File: src/rtl/dma_pkg.sv
// Shared types and constants for the DMA service arbiter.
// FSM state encoding, channel index type, COMMAND bit positions.
package dma_pkg;

  typedef enum logic [1:0] {
    ST_IDLE     = 2'd0,
    ST_HOLD_REQ = 2'd1,
    ST_ACTIVE   = 2'd2,
    ST_RELEASE  = 2'd3
  } dma_state_e;

  typedef logic [1:0] dma_ch_t;

  localparam int CMD_DIS     = 2;
  localparam int CMD_ROT     = 4;
  localparam int CMD_DREQ_LO = 6;

endpackage

File: src/rtl/dma_prio_encoder.sv
// Four-way priority encoder; ptr_i names the highest-priority channel,
// priority then descends ptr_i, ptr_i+1, ... modulo 4.
module dma_prio_encoder
  import dma_pkg::*;
(
  input  logic    [3:0] pend_i,
  input  dma_ch_t       ptr_i,
  output logic    [3:0] win_oh_o,
  output dma_ch_t       win_idx_o,
  output logic          win_vld_o
);

  dma_ch_t ch;

  // Scan lowest priority first so the highest pending channel wins last
  always_comb begin
    ch        = '0;
    win_idx_o = '0;
    win_vld_o = 1'b0;
    for (int i = 3; i >= 0; i--) begin
      ch = ptr_i + dma_ch_t'(i);
      if (pend_i[ch]) begin
        win_idx_o = ch;
        win_vld_o = 1'b1;
      end
    end
    win_oh_o = win_vld_o ? (4'b0001 << win_idx_o) : 4'b0000;
  end

endmodule

File: src/rtl/dma_service_arbiter.sv
// DMA channel service arbiter: HRQ/HLDA handshake and one-hot DACK.
// Define DMA_ROTATE_PRIO_EN to build rotating priority (COMMAND[4]).
module dma_service_arbiter
  import dma_pkg::*;
#(
  parameter int unsigned HLDA_TIMEOUT = 0
) (
  input  logic       clk,
  input  logic       Reset_n,
  input  logic [3:0] DREQ,
  input  logic       HLDA,
  input  logic       TC,
  input  logic [3:0] MASK,
  input  logic [2:0] REQUEST,
  input  logic [7:0] COMMAND,
  output logic       HRQ,
  output logic [3:0] DACK,
  output logic [1:0] grant_ch,
  output logic       busy,
  output logic       sw_done
);

  localparam int WW =
    (HLDA_TIMEOUT > 1) ? $clog2(HLDA_TIMEOUT + 1) : 1;
  localparam logic [WW-1:0] TO_VAL = WW'(HLDA_TIMEOUT);
  localparam bit TO_EN = (HLDA_TIMEOUT != 0);

  dma_state_e    state_q, state_d;
  logic [WW-1:0] wait_q, wait_d, wait_nxt;
  logic [3:0]    dack_q, dack_d;
  dma_ch_t       grant_q, grant_d;
  logic          sw_q, sw_d;
  logic          sw_done_q, sw_done_d;

  logic [3:0] hw_pend, sw_vec, pending, arb_in;
  logic [3:0] win_oh;
  dma_ch_t    win_idx;
  dma_ch_t    enc_ptr;
  logic       win_vld;
  logic       exit_act;

  // Request qualification; software request bypasses MASK
  always_comb begin
    hw_pend = (DREQ ^ {4{COMMAND[CMD_DREQ_LO]}}) & ~MASK;
    sw_vec  = REQUEST[2] ? (4'b0001 << REQUEST[1:0]) : 4'b0000;
    pending = hw_pend | sw_vec;
    arb_in  = REQUEST[2] ? sw_vec : hw_pend;
  end

  dma_prio_encoder u_prio (
    .pend_i    (arb_in),
    .ptr_i     (enc_ptr),
    .win_oh_o  (win_oh),
    .win_idx_o (win_idx),
    .win_vld_o (win_vld)
  );

`ifdef DMA_ROTATE_PRIO_EN
  dma_ch_t ptr_q, ptr_d;
  logic    ptr_upd;

  assign enc_ptr = COMMAND[CMD_ROT] ? ptr_q : '0;
  assign ptr_upd = (state_q == ST_ACTIVE) && exit_act && !sw_q;

  // Channel after the last hardware grant becomes highest priority
  always_comb begin
    ptr_d = ptr_q;
    if (ptr_upd) ptr_d = grant_q + 2'd1;
  end

  // Rotation pointer register
  always_ff @(posedge clk or negedge Reset_n) begin
    if (!Reset_n) ptr_q <= '0;
    else          ptr_q <= ptr_d;
  end

  logic unused_cmd;
  assign unused_cmd =
    ^{COMMAND[7], COMMAND[5], COMMAND[3], COMMAND[1:0]};
`else
  assign enc_ptr = '0;

  logic unused_cmd;
  assign unused_cmd =
    ^{COMMAND[7], COMMAND[5:3], COMMAND[1:0]};
`endif

  assign wait_nxt = wait_q + 1'b1;
  assign exit_act = TC || !pending[grant_q] || !HLDA ||
                    COMMAND[CMD_DIS];

  // Next-state and registered-output decode
  always_comb begin
    state_d   = state_q;
    wait_d    = wait_q;
    dack_d    = dack_q;
    grant_d   = grant_q;
    sw_d      = sw_q;
    sw_done_d = 1'b0;
    unique case (state_q)
      ST_IDLE: begin
        wait_d = '0;
        if ((|pending) && !COMMAND[CMD_DIS])
          state_d = ST_HOLD_REQ;
      end
      ST_HOLD_REQ: begin
        if (COMMAND[CMD_DIS]) begin
          state_d = ST_RELEASE;
        end else if (pending == 4'b0000) begin
          state_d = ST_IDLE;
        end else if (HLDA && win_vld) begin
          state_d = ST_ACTIVE;
          dack_d  = win_oh;
          grant_d = win_idx;
          sw_d    = REQUEST[2];
        end else if (TO_EN && (wait_nxt == TO_VAL)) begin
          state_d = ST_RELEASE;
        end else begin
          wait_d = wait_nxt;
        end
      end
      ST_ACTIVE: begin
        if (exit_act) begin
          state_d   = ST_RELEASE;
          dack_d    = 4'b0000;
          sw_done_d = sw_q && TC;
        end
      end
      ST_RELEASE: begin
        state_d = ST_IDLE;
        wait_d  = '0;
        sw_d    = 1'b0;
      end
      default: state_d = ST_IDLE;
    endcase
  end

  // State and output registers
  always_ff @(posedge clk or negedge Reset_n) begin
    if (!Reset_n) begin
      state_q   <= ST_IDLE;
      wait_q    <= '0;
      dack_q    <= 4'b0000;
      grant_q   <= '0;
      sw_q      <= 1'b0;
      sw_done_q <= 1'b0;
    end else begin
      state_q   <= state_d;
      wait_q    <= wait_d;
      dack_q    <= dack_d;
      grant_q   <= grant_d;
      sw_q      <= sw_d;
      sw_done_q <= sw_done_d;
    end
  end

  assign HRQ      = (state_q == ST_HOLD_REQ) ||
                    (state_q == ST_ACTIVE);
  assign busy     = (state_q != ST_IDLE);
  assign DACK     = dack_q;
  assign grant_ch = grant_q;
  assign sw_done  = sw_done_q;

endmodule

File: config.mk
export PLATFORM = sky130hd
export DESIGN_NAME = dma_service_arbiter
export DESIGN_NICKNAME = d
export VERILOG_FILES = /design/src/rtl/dma_pkg.sv /design/src/rtl/dma_prio_encoder.sv /design/src/rtl/dma_service_arbiter.sv
export SDC_FILE = /design/constraint.sdc
export NUM_CORES = 1
export LEC_CHECK = 0
export ABC_AREA = 1
export BUFFER_PORTS_ARGS = -buffer_cell sky130_fd_sc_hd__buf_2
export CAP_MARGIN = 10
export CORE_UTILIZATION = 45
export CTS_CLUSTER_SIZE = 20
export DETAILED_ROUTE_END_ITERATION = 12
export GPL_ROUTABILITY_DRIVEN = 1
export PLACE_DENSITY = 0.74
export SLEW_MARGIN = 15
export SYNTH_ARGS = -nofsm -noshare
export SYNTH_HDL_FRONTEND = slang
export SYNTH_SLANG_ARGS = --single-unit
File: constraint.sdc
create_clock -name clk -period 1.6 [get_ports clk]
set_input_delay 0.16 -clock clk [delete_from_list [all_inputs] [get_ports clk]]
set_output_delay 0.16 -clock clk [all_outputs]
set_load 0.1 [all_outputs]
# Yosys cells after proc, flatten, opt, wreduce, memory -nomap -nowiden

Cells that the tools add are included.

Output and inout port bits: 9
Bits in registers: 10
Word-level logic and storage cells: 73
Bits of input ports: 23

Eq/ne operators: 9
Bitwise gates (word level): 6
Reductions and logical operators: 20
Mux-type cells: 30
Magnitude comparators: 1
Shift-type cells: 2

Operators with widths:

| kind                  | number |
|---|---|
| $mux W4               | 7 |
| $mux W2               | 9 |
| $mux W1               | 10 |
| $ne A2 B2 Y1 const B  | 5 |
| $pmux W2 S4           | 1 |
| $pmux W4 S2           | 1 |
| $reduce_and A4 Y1     | 2 |
| $shl A1 B2 Y4 const A | 2 |
| $reduce_bool A2 Y1    | 3 |
| $reduce_and A5 Y1     | 1 |
| $and A4 B4 Y4         | 1 |
| $eq A2 B2 Y1 const B  | 2 |
| $logic_not A4 Y1      | 1 |
| $logic_or A1 B1 Y1    | 4 |
| $ne A4 B4 Y1 const B  | 1 |
| $not A4 Y4            | 1 |
| $or A4 B4 Y4          | 1 |
| $reduce_or A4 Y1      | 1 |
| $xor A4 B4 Y4         | 1 |
| $logic_and A1 B1 Y1   | 3 |
| $logic_not A1 Y1      | 3 |
| $lt A2 B3 Y1 const B  | 1 |
| $reduce_and A3 Y1     | 1 |
| $bmux W1 S2           | 1 |
| 4 further kinds       | 5 |

# Logic depth before layout (Yosys ltp)

Gate-level depths: netlist of run 1.

Word-level depth: 13
Mapped depth: 11
Mapped depth without buffers: 11

# Cells and area by module

Synthesis of run 1 repeated with hierarchy kept, for this count alone.

Cell total of the unflattened synthesis: 172
Area total of the unflattened synthesis: 1076.0 um^2

Modules (own cells, without submodules):

| module              | area each (um^2) | times used | cells an instance | sequential area each (um^2) |
|---|---|---|---|---|
| dma_service_arbiter | 818.3            | 1          | 114               | 250.2 |
| dma_prio_encoder    | 257.7            | 1          | 58                | 0.0 |

# Worst setup path before layout of run 1

OpenSTA, ideal clock, no wires.

Path type: reg2reg
Start point: reg grant_q[0] (netlist: grant_ch[0])
End point: reg dack_q[0] (netlist: DACK[0])
Path slack: -0.161 ns
Stages on the path, launching flop included: 9
Buffers on the path: 0
Clock period less this slack: 1.761 ns
Arrival time: 1.694 ns
Library setup time: 0.067 ns
Required time: 1.533 ns
Cell sequence: dfrtp_1 -> inv_1 -> nand3_1 -> nand2_1 -> nand2_1 -> nand4_2 -> nand2_2 -> nand2_1 -> nand2_1

Word-level cells in the longest chain between the ends: 8

Ends and longest elaborated chain:

| item                               | line                       | RTL |
|---|---|---|
| start, declared                    | dma_service_arbiter.sv:31  | `dma_ch_t grant_q, grant_d;` |
| start signal, assigned             | dma_service_arbiter.sv:151 | `grant_q <= grant_d;` |
| $bmux W1 S2                        | dma_service_arbiter.sv:89  | `assign exit_act = TC \|\| !pending[grant_q] \|\| !HLDA \|\|` |
| $mux W1 (not written as such)      | dma_service_arbiter.sv:89  |  |
| $logic_not A1 Y1                   | dma_service_arbiter.sv:89  |  |
| $logic_or A1 B1 Y1 (3 in series)   | dma_service_arbiter.sv:89  |  |
| $ne A2 B2 Y1 (no source line)      | --                         |  |
| $reduce_and A5 Y1 (no source line) | --                         |  |
| end signal, assigned               | dma_service_arbiter.sv:150 | `dack_q <= dack_d;` |
| end, declared                      | dma_service_arbiter.sv:30  | `logic [3:0] dack_q, dack_d;` |

No other way between the ends. The select of a mux whose other input is x is not followed.
A chain may end at the register's enable or synchronous reset.

# Worst setup path in the final report of run 1

Start point: reg state_q[0]
End point: out HRQ

Word-level cells in the longest chain between the ends: 2
Elaborated cells between the ends (all ways): 3
Classes of those cells: eq/ne (2); reduce/logical (1)

Ends and longest elaborated chain:

| item                                         | line                       | RTL |
|---|---|---|
| start, declared                              | dma_service_arbiter.sv:28  | `dma_state_e state_q, state_d;` |
| start signal, assigned                       | dma_service_arbiter.sv:148 | `state_q <= state_d;` |
| $eq A2 B1 Y1 or $eq A2 B2 Y1 (tied branches) | --                         |  |
| $logic_or A1 B1 Y1 (*)                       | dma_service_arbiter.sv:157 | `assign HRQ = (state_q == ST_HOLD_REQ) \|\|` |
| end, declared                                | dma_service_arbiter.sv:16  | `output logic HRQ,` |

Every way passes the cells marked *; elsewhere a longest branch is shown, timed or not.

==> results of run 1 <==
[worst min-delay path by stage]
stage	startpoint	end	cells after the start
6_report	TC	sw_done	3
5_1_grt	TC	sw_done	3
4_1_cts	TC	sw_done	3
3_5_place_dp	Reset_n	DACK[1]	1
3_3_place_gp	Reset_n	DACK[1]	1
2_1_floorplan	Reset_n	DACK[0]	0
[where the power goes]
group          total (mW)  internal [mW]  switching (mW)
clock               0.237          0.139          0.0983
combinational        1.46          0.384            1.08
sequential          0.429          0.346          0.0831
total                2.13          0.868            1.26
[critical path, stage by stage (launching register included)]
cell	delay, ns
dfrtp_1	0.46
inv_2	0.09
ha_1	0.33
buf_12	0.18
[cell usage after synthesis, drive strengths merged]
library cell	n	share of area
a221oi	1	0.010
nor2	6	0.033
dfrtp	10	0.30
nand3	18	0.12
o21ai	9	0.067
buf	1	0.0059
nor3	2	0.012
ha	5	0.074
nand4	5	0.062
nand2	43	0.21
inv	24	0.11
a21oi	1	0.0059
[through the flow]
step           instances  utilization  worst slack [ns]
6_report             179        0.617             0.104
5_1_grt              179        0.617            0.0189
4_1_cts              179        0.616            0.0552
3_5_place_dp         174        0.589             0.119
3_3_place_gp         174        0.589             0.186
2_1_floorplan        125            -            0.0977
[state kept, by name (all words and copies together), names as in the netlist, named ones only]
name,flops
state_q,1
DACK,4
sw_done,1
sw_q,1
grant_ch,2
[layer usage]
metal,up-vias,part of all wire,global-route usage
met3,7,0.053,0.0840
met2,29,0.51,0.403
li1,456,-,-
met1,421,0.41,0.252
met4,0,0.022,0.127
met5,-,0,0
[cell type report]
class | count | area, µm²
clock buffers | 4 | 36.3
fillers | 168 | 668
inverters | 24 | 90.1
multi-input cells | 90 | 502
flip-flops and latches | 10 | 253
well taps | 25 | 31.3
repair buffers | 26 | 165
[cells by family (layout without fill, tap and decap cells)]
kind of cell / after synthesis / in the layout
AND/OR/NAND/NOR: 74 / 74
buffers and inverters: 25 / 54
AO/OA/AOI/OAI: 11 / 11
flip-flops: 10 / 10
adder cells (fa/ha/maj): 5 / 5
[timing repair]
action	CTS	global route
resized for setup	0	2
setup endpoints to repair	0	4
endpoints found under the hold margin	10	0
hold buffers	1	0
==> summary.txt, run 1 <==
Flow run
  – Max cap viols: 0

Clock network
  – CTS sink count: 10
  – Clock slew at reported path FFs: 0.06 ns
  – CTS root buf: clkbuf_4
  – CTS tree: built
  – H-tree levels: 1
  – Clk buf depth: 2
  – Setup bufs post-CTS: 0
  – Clock buffer count from CTS: 3
  – Worst-skew pair later-pin latency: 0.28 ns

GRT
  – Tot GR Track Use: 0.236
  – Largest net degree at the start of global routing: 11
  – Antenna violations before repair: 0
  – First-pass GRT wire length: 3350 µm
  – Global route overflow: 0
  – Vias in the first global route: 795

STA
  – Post-route setup TNS: 0 ns
  – Clock skew: 0.00743 ns
  – Period utilization: 0.935
  – Final setup fails: 0
  – Final Slew Violations: 0
  – Maximum clock rate: 668 MHz
  – Hold_ws: 0.118 ns
  – Final Hold Fails: 0
  – Tmin final: 1.50 ns
  – Rel. slew slack: 0.679
  – Worst slew pin tran: 0.485 ns
  – RSZ-0062 raised after global routing: false

Pwr
  – Pwr dens: 1970 nW/µm²
  – VDD IR max: 2120 µV
  – Static leakage: 0.649 nW
  – Final Power: 2.13 mW

Finish
  – Antenna Diode Count: 0
  – Commonest non-fill, non-tap cell in the layout: nand2_1
  – Area Overhead vs Synth: 27.6%
  – Fin nets: 183
  – Post-route cell area: 1080 µm²
  – Share of cells above drive strength 1: 0.312
  – Most frequent cells in the layout: nand2_1, buf_2, inv_1, nand3_1, dfrtp_1

Logic synthesis
  – Post-Synth Adder-Cell Area: 0.0741
  – XOR/XNOR Fraction of Synth Area: 0
  – Warnings from Yosys: 0
  – Post-synthesis mux area share: 0
  – Mapped Cells: 125
  – Sequential cell area fraction in the yosys report: 0.296
  – Synthesized net count: 153
  – Largest family of logic cells by synthesized area: simple AND/OR/NAND/NOR gates
  – Compound-Gate Fraction of Synth Area: 0.0830
  – Syn avg cell area: 6.76 µm²
  – Fraction of the mapped netlist area in simple logic gates: 0.434
  – Yosys reg bits: 10
  – Unique masters post-synth: 21
  – Mapped Area: 845 µm²

Routing
  – First drt pass iteration count: 4
  – Routed len/inst: 10.9 µm
  – Initial DRC Count: 36
  – Via count: 913
  – Post-route ant nets: 0
  – DRC errors left: 0
  – WL final: 1950 µm
  – Drt via density: 5.10

Placement
  – Port bufs: 25
  – Final Wtd Congestion: 0.739
  – Placement Cell Area: 1030 µm²
  – HPWL Detailed: 1550 µm

Worst setup path
  – Critical Path Source Type: flop
  – R2R Path End: DACK[2]
  – Crit end category: output pin
  – Setup crit end: HRQ
  – Critical path class: reg2out
  – WP data required: 1.44 ns
  – CP startpoint: state_q[0]
  – R2R setup slack: 0.16 ns
  – CP max FO: 6
  – Origin of the critical flop-to-flop path: state_q[0]
  – Crit path DAT: 1.34 ns
  – Worst reg-to-reg path cell count: 7

Floorplan
  – Die height: 45.3 µm
  – Die width: 45.3 µm
  – I/O pin total: 32
  – Initial Util: 0.484
  – Std-Cell Rows: 15
  – Die area: 2050 µm²
  – Core box area: 1750 µm²

Run status
  – Status: completed

Min path
  – Worst min path class: in2reg
(Power assumes the default switching activity.)
==> inputs of run 2 (changes only) <==
CORE_UTILIZATION = 43   (was 45)
clock period = 1.2 ns   (was 1.6 ns; I/O delays follow)
==> summary.txt, run 2 (same netlist as run 1, synthesis figures left out) <==
Finish
  – Antenna Diode Count: 0 (unchanged)
  – Fill count: 139 (-17%)
  – Multi-input gate area: 561 µm² (+12%)
  – Layout Utilization: 0.747 (+0.130)
  – Commonest non-fill, non-tap cell in the layout: nand2_1
  – Area Overhead vs Synth: 57.8%
  – Register Area: 258 µm² (+2.0%)
  – Fin nets: 195 (+6.6%)
  – Most frequent cells in the layout: nand2_1, inv_1, buf_2, nand3_1, buf_4
  – Number of flip-flops in the largest register: 4 (unchanged)
  – Share of cells above drive strength 1: 0.428 (+0.116)

Clock network
  – Worst-skew pair later-pin latency: 0.26 ns (-0.02 ns)
  – Clock buffer count from CTS: 3 (unchanged)
  – H-tree levels: 1 (unchanged)
  – CTS tree: built
  – CTS sink count: 10 (unchanged)
  – Clk buf depth: 2 (unchanged)
  – CTS root buf: clkbuf_4
  – Clock slew at reported path FFs: 0.06 ns (about the same)

Run status
  – Status: finished with violations
  – Violated checks: setup timing

Pwr
  – VDD IR max: 2370 µV (+12%)
  – Pwr dens: 2650 nW/µm² (+34%)
  – Final Power: 3.53 mW (+66%)
  – Static leakage: 0.713 nW (+9.9%)

Placement
  – Final Wtd Congestion: 0.777 (+5.2%)
  – Port bufs: 25 (unchanged)
  – Setup Slack @ Placement: -0.136 ns (-0.255 ns)
  – HPWL Detailed: 1680 µm (+8.4%)

Worst setup path
  – WP data required: 1.08 ns (-0.36 ns)
  – Critical path class: reg2out
  – Crit end category: output pin
  – CP max FO: 2 (-4)
  – Crit path DAT: 1.23 ns (-0.11 ns)
  – Critical Path Source Type: flop

Floorplan
  – Die width: 46.3 µm (+2.2%)
  – Initial Util: 0.474 (-0.0102)
  – Std-Cell Rows: 15 (unchanged)
  – I/O pin total: 32 (unchanged)
  – Die height: 46.3 µm (+2.2%)
  – Die area: 2150 µm² (+4.5%)
  – Core box area: 1780 µm² (+2.2%)

Routing
  – Via count: 950 (+4.1%)
  – DRC errors left: 0 (unchanged)
  – Post-route ant nets: 0 (unchanged)
  – Drt via density: 4.97 (-2.5%)
  – WL final: 2110 µm (+8.0%)
  – First drt pass iteration count: 4 (unchanged)
  – Routed len/inst: 11.0 µm (+1.2%)
  – Initial DRC Count: 11 (-69%)

STA
  – Setup ws final: -0.152 ns (-0.256 ns)
  – Rel. slew slack: 0.680 (+0.00126)
  – Worst slew pin tran: 0.483 ns (-0.00190 ns)
  – Final Hold Fails: 0 (unchanged)
  – Post-route setup TNS: -1.27 ns (-1.27 ns)
  – Final setup fails: 11 (+11)
  – Tmin final: 1.35 ns
  – Clock skew: 0.00182 ns (-0.00561 ns)
  – RSZ-0062 raised after global routing: true
  – Final Slew Violations: 0 (unchanged)
  – Period utilization: 1.13
  – Maximum clock rate: 739 MHz
  – Hold_ws: 0.0937 ns (-0.0246 ns)

Min path
  – Worst min path class: in2reg

GRT
  – Tot GR Track Use: 0.227 (-0.00849)
  – Largest net degree at the start of global routing: 11 (unchanged)
  – First-pass GRT wire length: 3510 µm (+4.8%)
  – Global route overflow: 0 (unchanged)
  – Vias in the first global route: 917 (+15%)
  – Antenna violations before repair: 0 (unchanged)

Flow run
  – Max cap viols: 0 (unchanged)
## run 2: cell types whose count changed in the layout (fill, tap and decap cells not counted), moves of 2 or more
cell	change
buf_12	+6
buf_2	-6
buf_4	+10
buf_6	+2
dfrtp_2	-2
dfrtp_4	+2
ha_1	-2
inv_1	-4
inv_2	+3
nand3_1	-4
nand3_2	+4
## run 2: layer usage
metal  track usage  part of all wire  up-vias
li1              -                 -      479
met4        0.0412            0.0047        0
met5             0                 0        -
met3        0.0863             0.048        2
met1         0.238              0.39      445
met2         0.425              0.56       24
## run 2: area by class of cell
type                    instances  area share
multi-input cells              90       0.421
repair buffers                 38       0.265
flip-flops and latches         10       0.193
inverters                      24      0.0704
clock buffers                   4      0.0272
well taps                      25      0.0235
## run 2: repair_timing
| action | in CTS | in global routing |
|---|---|---|
| hold buffers | 1 | 0 |
| setup buffers | 4 | 0 |
| endpoints found under the hold margin | 10 | 0 |
| gates resized for setup | 8 | 1 |
| setup endpoints to repair | 11 | 12 |
| pin swaps | 3 | 0 |
## run 2: path summary, 6_finish.rpt
check | start | to | slack, ns | cells after the start
min in group asynchronous | Reset_n | DACK[3] | 0.24 | 2
worst max-delay path | flop | busy | -0.15 | 5
worst min register to register | sw_q | sw_done | 0.52 | 2
worst max register to register | state_q[0] | DACK[2] | -0.14 | 7
max in group asynchronous | Reset_n | grant_ch[1] | 0.75 | 2
worst min-delay path | TC | sw_done | 0.09 | 3
## run 2: power breakdown
group / total, mW / internal, mW / leakage, nW / switching, mW
Sequential: 0.609 / 0.475 / 0.129 / 0.134
Combinational: 2.63 / 1.01 / 0.563 / 1.62
Clock: 0.291 / 0.184 / 0.0210 / 0.107
Total: 3.53 / 1.67 / 0.713 / 1.86
## run 2: worst max-delay path, cell delays in order (launching register included)
cell and delay (ns):
dfrtp_1 0.40, inv_2 0.07, buf_6 0.10, ha_4 0.14, clkinvlp_4 0.09, buf_12 0.17
## run 2: per-stage QoR
stage	cell area, µm²	std cells
5_1_grt	1330	191
2_1_floorplan	885	125
3_5_place_dp	1220	182
4_1_cts	1330	191
6_report	1330	191
3_3_place_gp	1220	182
==> inputs of run 3 (changes only) <==
PLACE_DENSITY = 0.71   (was 0.74)
==> summary.txt, run 3 (same netlist as run 1, synthesis figures left out) <==
Pwr
  – VDD IR max: 2440 µV (+2.9%)
  – Switching share of power: 0.523 (-0.00329)
  – P_sw: 1.90 mW (+2.4%)
  – Clk pwr share: 0.068 (-0.015)
  – Combinational power share: 0.769 (+0.024)
  – Pwr dens: 2640 nW/µm² (-0.37%)
  – Internal power: 1.74 mW (+3.8%)
  – Static leakage: 0.736 nW (+3.1%)
  – Reg power frac: 0.164 (-0.009)

Finish
  – Number of flip-flops in the largest register: 4 (unchanged)
  – Share of cells above drive strength 1: 0.447 (+0.0193)
  – Register Area: 258 µm² (unchanged)
  – Most frequent cells in the layout: nand2_1, inv_1, buf_2, nand3_1, buf_4
  – Fin nets: 199 (+2.1%)
  – Area Overhead vs Synth: 63.3%
  – Fill count: 143 (+2.9%)
  – Multi-input gate area: 573 µm² (+2.2%)
  – Commonest non-fill, non-tap cell in the layout: nand2_1
  – Antenna Diode Count: 0 (unchanged)
  – Post-route cell area: 1380 µm² (+3.5%)

STA
  – Final setup fails: 11 (unchanged)
  – Tmin final: 1.37 ns (+0.0185 ns)
  – Post-route setup TNS: -1.02 ns (+0.250 ns)
  – Clock skew: 0.00428 ns (+0.00246 ns)
  – Final Hold Fails: 0 (unchanged)
  – Worst slew pin tran: 0.486 ns (+0.00222 ns)
  – Rel. slew slack: 0.679 (-0.00147)
  – Maximum clock rate: 729 MHz (-1.3%)
  – RSZ-0062 raised after global routing: true
  – Hold_ws: 0.0945 ns (+0.000764 ns)
  – Final Slew Violations: 0 (unchanged)
  – Period utilization: 1.14 (+0.0154)
  – Setup ws final: -0.171 ns (-0.0185 ns)

Worst setup path
  – R2R setup slack: -0.11 ns (+0.03 ns)
  – Critical path class: reg2out
  – Crit end category: output pin
  – Crit path DAT: 1.25 ns (+0.02 ns)
  – CP max FO: 2 (unchanged)
  – Worst reg-to-reg path cell count: 8 (+1)
  – Critical Path Source Type: flop
  – WP data required: 1.08 ns (about the same)
  – R2R Path End: DACK[2]

GRT
  – Global route overflow: 0 (unchanged)
  – Largest net degree at the start of global routing: 11 (unchanged)
  – First-pass GRT wire length: 3590 µm (+2.5%)
  – Vias in the first global route: 899 (-2.0%)
  – Tot GR Track Use: 0.236 (+0.00833)
  – Antenna violations before repair: 0 (unchanged)

Min path
  – Hold Path Sink: sw_done
  – Worst min path class: in2reg
  – Hold path startpoint: TC
  – Hold path depth: 3 (unchanged)

Routing
  – WL final: 2250 µm (+6.5%)
  – DRC errors left: 0 (unchanged)
  – Via count: 967 (+1.8%)
  – Initial DRC Count: 12 (+1)
  – First drt pass iteration count: 4 (unchanged)
  – Drt via density: 4.96 (-0.30%)
  – Routed len/inst: 11.5 µm (+4.4%)
  – Post-route ant nets: 0 (unchanged)

Run status
  – Violated checks: setup timing
  – Status: finished with violations

Clock network
  – CTS sink count: 10 (unchanged)
  – CTS tree: built
  – H-tree levels: 1 (unchanged)
  – CTS root buf: clkbuf_4
  – Clock slew at reported path FFs: 0.06 ns (about the same)
  – Clk buf depth: 2 (unchanged)
  – Clock buffer count from CTS: 3 (unchanged)
  – Worst-skew pair later-pin latency: 0.27 ns (about the same)

Floorplan
  – Die height: 46.3 µm (unchanged)
  – Std-Cell Rows: 15 (unchanged)
  – I/O pin total: 32 (unchanged)
  – Die width: 46.3 µm (unchanged)
  – Core box area: 1780 µm² (unchanged)
  – Initial Util: 0.474 (unchanged)
  – Die area: 2150 µm² (unchanged)

Placement
  – Port bufs: 25 (unchanged)
  – HPWL Detailed: 1660 µm (-1.1%)
  – Final Wtd Congestion: 0.815 (+4.9%)
  – Placement Cell Area: 1230 µm² (+1.2%)
  – Setup Slack @ Placement: -0.137 ns (-0.00184 ns)

Flow run
  – Max cap viols: 0 (unchanged)
-- run 3: power by group through the flow --
stage	logic (mW)	clock network (mW)	registers (mW)
final	2.80	0.246	0.595
after global routing	2.96	0.275	0.612
after CTS	2.64	0.254	0.595
after detailed placement	2.45	0	0.610
after global placement	2.42	0	0.604
after floorplan	1.03	0	1.13
-- run 3: routing by layer --
| metal | part of all wire | GRT usage |
|---|---|---|
| met1 | 0.41 | 0.272 |
| met2 | 0.54 | 0.419 |
| met3 | 0.037 | 0.0706 |
| met4 | 0.015 | 0.0529 |
| met5 | 0 | 0 |
-- run 3: timing repair --
item,CTS,global route
endpoints found under the hold margin,10,0
pin swaps,2,4
setup endpoints to repair,12,12
gates resized for setup,6,10
buffers inserted,3,3
hold buffers,1,0
-- run 3: area by class of cell --
type	count	area share
Timing Repair Buffer	42	0.286
Sequential cell	10	0.187
Clock buffer	4	0.0191
Multi-Input combinational cell	90	0.416
Inverter	24	0.0699
Tap cell	25	0.0227
-- run 3: critical path: stages (launching register included) --
cell and delay [ns]:
dfrtp_1 0.38, inv_2 0.06, buf_6 0.12, ha_4 0.26, buf_12 0.16
-- run 3: how the worst max path moves through the flow --
stage	startpoint	endpoint	slack, ns
2_1_floorplan	grant_ch[0]	state_q[0]	-0.08
3_3_place_gp	flop	state_q[0]	-0.08
3_5_place_dp	flop	DACK[2]	-0.14
4_1_cts	flop	busy	-0.18
5_1_grt	state_q[0]	busy	-0.23
6_report	flop	HRQ	-0.17
-- run 3: metrics by stage --
step,total power [mW],util,std cells
after CTS,3.49,0.739,192
after detailed placement,3.06,0.691,184
final,3.64,0.773,195
after floorplan,2.16,-,125
after global placement,3.02,0.691,184
after global routing,3.85,0.773,195
